File: config.mk
export PLATFORM = sky130hd
export DESIGN_NAME = deser_align_lock
export DESIGN_NICKNAME = d
export VERILOG_FILES = /design/src/rtl/serdes_pkg.sv /design/src/rtl/sync_window_det.sv /design/src/rtl/deser_align_lock.sv
export SDC_FILE = /design/constraint.sdc
export NUM_CORES = 1
export LEC_CHECK = 0
export CAP_MARGIN = 20
export CORE_AREA = 8 8 90 92
export CTS_CLUSTER_DIAMETER = 80
export CTS_CLUSTER_SIZE = 12
export DETAILED_ROUTE_END_ITERATION = 6
export DIE_AREA = 0 0 98 100
export GPL_ROUTABILITY_DRIVEN = 1
export GPL_TIMING_DRIVEN = 0
export PLACE_DENSITY = 0.5
export SYNTH_ARGS = -nofsm -noshare
export SYNTH_HDL_FRONTEND = slang
export SYNTH_SLANG_ARGS = --single-unit
File: constraint.sdc
create_clock -name clk -period 1.97 [get_ports clk]
set_input_delay 0.394 -clock clk [delete_from_list [all_inputs] [get_ports clk]]
set_output_delay 0.394 -clock clk [all_outputs]
set_load 0.02 [all_outputs]
File: src/rtl/serdes_pkg.sv
// Shared types and helpers for the serial deserializer/aligner.
package serdes_pkg;

    typedef enum logic {HUNT, ALIGNED} align_state_e;

    localparam logic [9:0] DEFAULT_SYNC_PATTERN = 10'b0110011010;

    // Widest replicated header the helper below can build.
    localparam int unsigned MAX_REP_W = 4096;

    // Tile the low 'width' bits of 'pattern' 'reps' times; copy 0 lands in the LSBs.
    function automatic logic [MAX_REP_W-1:0] replicate_pattern(
        input logic [MAX_REP_W-1:0] pattern,
        input int unsigned          width,
        input int unsigned          reps
    );
        logic [MAX_REP_W-1:0] mask;
        logic [MAX_REP_W-1:0] rep;
        mask = (MAX_REP_W'(1) << width) - MAX_REP_W'(1);
        rep  = '0;
        for (int unsigned i = 0; i < reps; i++) begin
            rep = rep | ((pattern & mask) << (i * width));
        end
        return rep;
    endfunction

endpackage

File: src/rtl/sync_window_det.sv
// Serial shift window plus compare against the replicated frame header.
module sync_window_det
    import serdes_pkg::*;
#(
    parameter int unsigned          DATA_W       = 10,
    parameter logic [DATA_W-1:0]    SYNC_PATTERN = DATA_W'(DEFAULT_SYNC_PATTERN),
    parameter int unsigned          SYNC_REPS    = 4
) (
    input  logic                          clk,
    input  logic                          rst,
    input  logic                          enable,
    input  logic                          data_in,
    output logic [DATA_W*SYNC_REPS-1:0]   window,
    output logic                          match
);

    localparam int unsigned       WIN_W    = DATA_W * SYNC_REPS;
    localparam logic [WIN_W-1:0]  SYNC_REP =
        WIN_W'(replicate_pattern(MAX_REP_W'(SYNC_PATTERN), DATA_W, SYNC_REPS));

    logic [WIN_W-1:0] window_q;

    // Shift in one bit per enabled edge, newest bit at position 0.
    always_ff @(posedge clk) begin
        if (rst) begin
            window_q <= '0;
        end else if (enable) begin
            window_q <= {window_q[WIN_W-2:0], data_in};
        end
    end

    assign window = window_q;
    assign match  = (window_q == SYNC_REP);

endmodule

File: src/rtl/deser_align_lock.sv
// 1-bit to DATA_W-bit deserializer with header-based word alignment and lock tracking.
// Optional loss-of-lock timeout enabled by defining DESER_ALIGN_LOCK_LOSS_OF_LOCK_EN.
module deser_align_lock
    import serdes_pkg::*;
#(
    parameter int unsigned          DATA_W             = 10,
    parameter logic [DATA_W-1:0]    SYNC_PATTERN       = DATA_W'(DEFAULT_SYNC_PATTERN),
    parameter int unsigned          SYNC_REPS          = 4,
    parameter int unsigned          LOCK_TIMEOUT_WORDS = 1024
) (
    input  logic              clk,
    input  logic              rst,
    input  logic              enable,
    input  logic              data_in,
    input  logic              realign,
    output logic [DATA_W-1:0] data_out,
    output logic              data_valid,
    output logic              bit_align_done,
    output logic              sync_seen,
    output logic              lock_lost
);

    localparam int unsigned       WIN_W = DATA_W * SYNC_REPS;
    localparam int unsigned       CNT_W = $clog2(DATA_W);
    localparam logic [CNT_W-1:0]  LAST  = CNT_W'(DATA_W - 1);

    logic [WIN_W-1:0]  window;
    logic              match;
    logic [DATA_W-1:0] word;

    align_state_e      state_q, state_d;
    logic [CNT_W-1:0]  cnt_q, cnt_d;
    logic [DATA_W-1:0] data_out_q, data_out_d;
    logic              valid_q, valid_d;
    logic              sync_q, sync_d;
    logic              lost_q, lost_d;

    sync_window_det #(
        .DATA_W       (DATA_W),
        .SYNC_PATTERN (SYNC_PATTERN),
        .SYNC_REPS    (SYNC_REPS)
    ) u_det (
        .clk     (clk),
        .rst     (rst),
        .enable  (enable),
        .data_in (data_in),
        .window  (window),
        .match   (match)
    );

    // The word completes with the bit being sampled on this edge.
    assign word = {window[DATA_W-2:0], data_in};

    logic unused_window;
    assign unused_window = ^window[WIN_W-1:DATA_W-1];

`ifdef DESER_ALIGN_LOCK_LOSS_OF_LOCK_EN
    localparam int unsigned WCNT_W = $clog2(LOCK_TIMEOUT_WORDS + 1);
    logic [WCNT_W-1:0] wcnt_q, wcnt_d;

    // Consecutive non-header words seen while aligned.
    always_ff @(posedge clk) begin
        if (rst) begin
            wcnt_q <= '0;
        end else begin
            wcnt_q <= wcnt_d;
        end
    end
`else
    logic [31:0] unused_timeout;
    assign unused_timeout = LOCK_TIMEOUT_WORDS;
`endif

    // State, bit counter and output registers.
    always_ff @(posedge clk) begin
        if (rst) begin
            state_q    <= HUNT;
            cnt_q      <= '0;
            data_out_q <= '0;
            valid_q    <= 1'b0;
            sync_q     <= 1'b0;
            lost_q     <= 1'b0;
        end else begin
            state_q    <= state_d;
            cnt_q      <= cnt_d;
            data_out_q <= data_out_d;
            valid_q    <= valid_d;
            sync_q     <= sync_d;
            lost_q     <= lost_d;
        end
    end

    // Next-state: hunt for the header train, then frame words on the locked boundary.
    always_comb begin
        state_d    = state_q;
        cnt_d      = cnt_q;
        data_out_d = data_out_q;
        valid_d    = 1'b0;
        sync_d     = 1'b0;
        lost_d     = 1'b0;
`ifdef DESER_ALIGN_LOCK_LOSS_OF_LOCK_EN
        wcnt_d     = wcnt_q;
`endif
        unique case (state_q)
            HUNT: begin
                if (match && !realign) begin
                    state_d = ALIGNED;
                    // A bit sampled on the locking edge is bit 0 of the first word.
                    cnt_d   = enable ? CNT_W'(1) : '0;
`ifdef DESER_ALIGN_LOCK_LOSS_OF_LOCK_EN
                    wcnt_d  = '0;
`endif
                end
            end
            ALIGNED: begin
                if (realign) begin
                    state_d = HUNT;
                    cnt_d   = '0;
`ifdef DESER_ALIGN_LOCK_LOSS_OF_LOCK_EN
                    wcnt_d  = '0;
`endif
                end else if (enable) begin
                    if (cnt_q == LAST) begin
                        cnt_d      = '0;
                        data_out_d = word;
                        valid_d    = 1'b1;
                        if (word == SYNC_PATTERN) begin
                            sync_d = 1'b1;
`ifdef DESER_ALIGN_LOCK_LOSS_OF_LOCK_EN
                            wcnt_d = '0;
`endif
                        end else begin
`ifdef DESER_ALIGN_LOCK_LOSS_OF_LOCK_EN
                            if (wcnt_q + 1'b1 == WCNT_W'(LOCK_TIMEOUT_WORDS)) begin
                                state_d = HUNT;
                                lost_d  = 1'b1;
                                wcnt_d  = '0;
                            end else begin
                                wcnt_d  = wcnt_q + 1'b1;
                            end
`endif
                        end
                    end else begin
                        cnt_d = cnt_q + 1'b1;
                    end
                end
            end
            default: state_d = HUNT;
        endcase
    end

    assign data_out       = data_out_q;
    assign data_valid     = valid_q;
    assign bit_align_done = (state_q == ALIGNED);
    assign sync_seen      = sync_q;
    assign lock_lost      = lost_q;

endmodule

==> impl_metrics.yaml, run 1 <==
placement:
  place_ws_ns: -0.237
  place_area_sq_mm: 0.00252
  gp_congestion: 0.682
  hpwl_um: 3190
  portBuffers: 15
  dp.cells: 317
status:
  status: "complete, no violations"
floorplan:
  fp.dieW_um: 98
  start_util_pct: 34.1
  ios: 19
  die_y_um: 100
  rows: 30
  coreArea_sq_mm: 0.00664
  dieArea_sq_mm: 0.00980
cts:
  clk_pin_slew_ns: 0.06
  cts_sinks: 57
  clk_latency_ns: 0.32
  cts_htree_levels: 3
  clockBufferDepth: 2
  cts_tree: "done"
  cts_hold_buffers: 0
  numCtsBuffers: 9
  root_buffer: "clkbuf_8"
global_route:
  grt_pass1_wl_um: 7650
  grt_max_degree: 11
  grt_pass1_vias: 1550
  grt_util_all_layers_pct: 9.96
  grt-ovfl-total: 0
  antenna_found_initial: 0
critical_path:
  crit_buf_inv: 1
  cp-start-kind: "flop"
  slowest_stage: "clkdlybuf4s50_1"
  critical_path.top_delay_family: "buffers and inverters"
  critPathMaxFanout: 8
  worstSetupPathType: "reg -> out"
  cp-end-kind: "output port"
  arrival_ns: 1.46
  cp_cell_sequence: "clkdlybuf4s50_1"
  cpPeakStageDelay_ns: 0.66
  worstPathRequired_ns: 1.58
routing:
  avgViaCountPerCell: 4.86
  drt-initial-drc-count: 76
  firstDrtPassIters: 4
  wl_per_cell_um: 13.8
  routed_wl_um: 4590
  postRouteAntennaNets: 0
  vias: 1620
  drc_errors: 0
synth:
  synth_most_common_cell: "dfxtp_1"
  synth_cells: 222
  synthTopCellsByArea: "dfxtp_1 (50%), mux2i_1 (22%), nor2_1 (8.8%)"
  synth_warnings: 0
  synth_seq_cells: 57
  synth_ff_type: "dfxtp_1"
  synth_top_area_cell: "dfxtp_1"
  synth_edf_count: 0
  synth_area_sq_mm: 0.00227
  synth_area_per_cell_sq_um: 10.2
  synthTopCellsByCount: "dfxtp_1 (57), nor2_1 (53), mux2i_1 (50), clkbuf_1 (6), nor4bb_1 (6)"
  yosysTopAreaCellShare_pct: 50.4
  synthArstFlopShare_pct: 0
  syn_nets: 229
  synthDistinctLibCells: 33
  seq_area_frac_synth_pct: 50.4
layout:
  nets: 255
  final_area_sq_mm: 0.00271
  drive_above_1_share_pct: 7.51
  final_core_util_pct: 40.8
  finalNonFillerCells: 333
  num_antenna_cells: 0
  syn_to_final_growth_pct: 19.7
sta:
  fmax_ghz: 0.539
  rsz0062_at_grt: "no"
  max_slew_margin_pct: 51.6
  hold_violations: 0
  finClkSkew_ns: 0.00905
  drv_slew: 0
  tightest_slew_ns: 0.726
  period_share_pct: 94.1
  fin_ws_ns: 0.116
  post-route-min-period_ns: 1.85
  setup_viol: 0
pwr:
  power.leakage_nw: 1.05
  p_per_area_mw_per_mm2: 841
  ir_drop_mv: 0.352
worst_hold_path:
  hold_class: "in -> reg"
run:
  maxCapViolCount: 0
==> layout make-up <==
class                   count  area [sq um]
plain buffers              13          55.1
clock buffers              13           149
clock inverters             3          40.0
fillers                   673          3930
inverters                   2          7.51
multi-input cells         150          1070
flip-flops and latches     57          1140
well taps                  80           100
repair buffers             15           150
==> sequential cells by signal, indices dropped and copies added (netlist names) <==
register        cells
u_det.window       40
bit_align_done      1
data_valid          1
cnt_q               4
sync_seen           1
data_out           10
==> stage by stage <==
stage | hold WS, ns | TNS, ns | power [mW]
floorplan | 0.458 | 0 | 1.24
global placement | 0.478 | -2.37 | 1.27
detailed placement | 0.483 | -1.91 | 1.27
CTS | 0.447 | 0 | 2.32
global route | 0.468 | 0 | 2.38
finish | 0.466 | 0 | 2.28
==> timing repair <==
item | 4_1_cts | 5_1_grt
endpoints found under the setup margin | 0 | 2
gates resized for setup | 0 | 1
buffers inserted | 0 | 0
==> worst paths after layout <==
check | startpoint | end | slack [ns] | cells past startpoint
max | bit_align_done$_SDFF_PP0_ | bit_align_done | 0.12 | 1
min | rst | bit_align_done$_SDFF_PP0_ | 0.47 | 2
min reg2reg | data_out[5]$_SDFFE_PP0P_ | data_out[5]$_SDFFE_PP0P_ | 0.50 | 2
max reg2reg | u_det.window[18]$_SDFFE_PP0P_ | cnt_q[1]$_SDFFE_PP0P_ | 0.19 | 4
==> routing by layer <==
metal | up-vias | global-route usage [%] | wire [um]
li1 | 832 | - | -
met1 | 753 | 11.6 | 2280
met2 | 30 | 15.3 | 1980
met3 | 5 | 3.60 | 249
met4 | 0 | 6.12 | 76
met5 | - | 0 | 0
==> power breakdown <==
part           switching [mW]  leakage (nW)  internal (mW)
logic                  0.0518         0.498         0.0296
clock network           0.425        0.0974          0.616
registers             0.00319         0.459           1.16
==> logic make-up after synthesis <==
logic type	count (synthesis)	synth area share [%]
AND/OR/NAND/NOR	86	20.4
flip-flops	57	50.4
multiplexers	50	22.1
buffers and inverters	15	2.76
AO/OA/AOI/OAI	11	3.15
adder cells (fa/ha/maj)	2	1.10
other	1	0.165
==> cell usage in the layout (no fill, tap or decap), types with 2 or more instances in the layout <==
| master | count |
|---|---|
| dfxtp_1 | 57 |
| nor2_1 | 53 |
| mux2i_1 | 50 |
| clkdlybuf4s50_1 | 15 |
| clkbuf_8 | 10 |
| clkbuf_1 | 9 |
| nor4bb_1 | 6 |
| o21ai_0 | 4 |
| buf_1 | 4 |
| nand3b_1 | 3 |
| nand2b_1 | 3 |
| inv_1 | 2 |
| and4b_1 | 2 |
| nand4_1 | 2 |
| or3_4 | 2 |
| nor3b_1 | 2 |
| nand3_1 | 2 |
| a31o_1 | 2 |
| a21oi_1 | 2 |
| nor3_1 | 2 |
| buf_2 | 2 |
| ha_1 | 2 |
| clkinv_2 | 2 |
Note: power is estimated with default switching activity, not from simulation.
==> inputs of run 2 (changes only) <==
--- a/config.mk
+++ b/config.mk
@@ -5,7 +5,6 @@
 export SDC_FILE = /design/constraint.sdc
 export NUM_CORES = 1
 export LEC_CHECK = 0
-export CAP_MARGIN = 20
 export CORE_AREA = 8 8 90 92
 export CTS_CLUSTER_DIAMETER = 80
 export CTS_CLUSTER_SIZE = 12
==> results of run 2 <==
Final layout, timing and power as in run 1 (identical DEF).
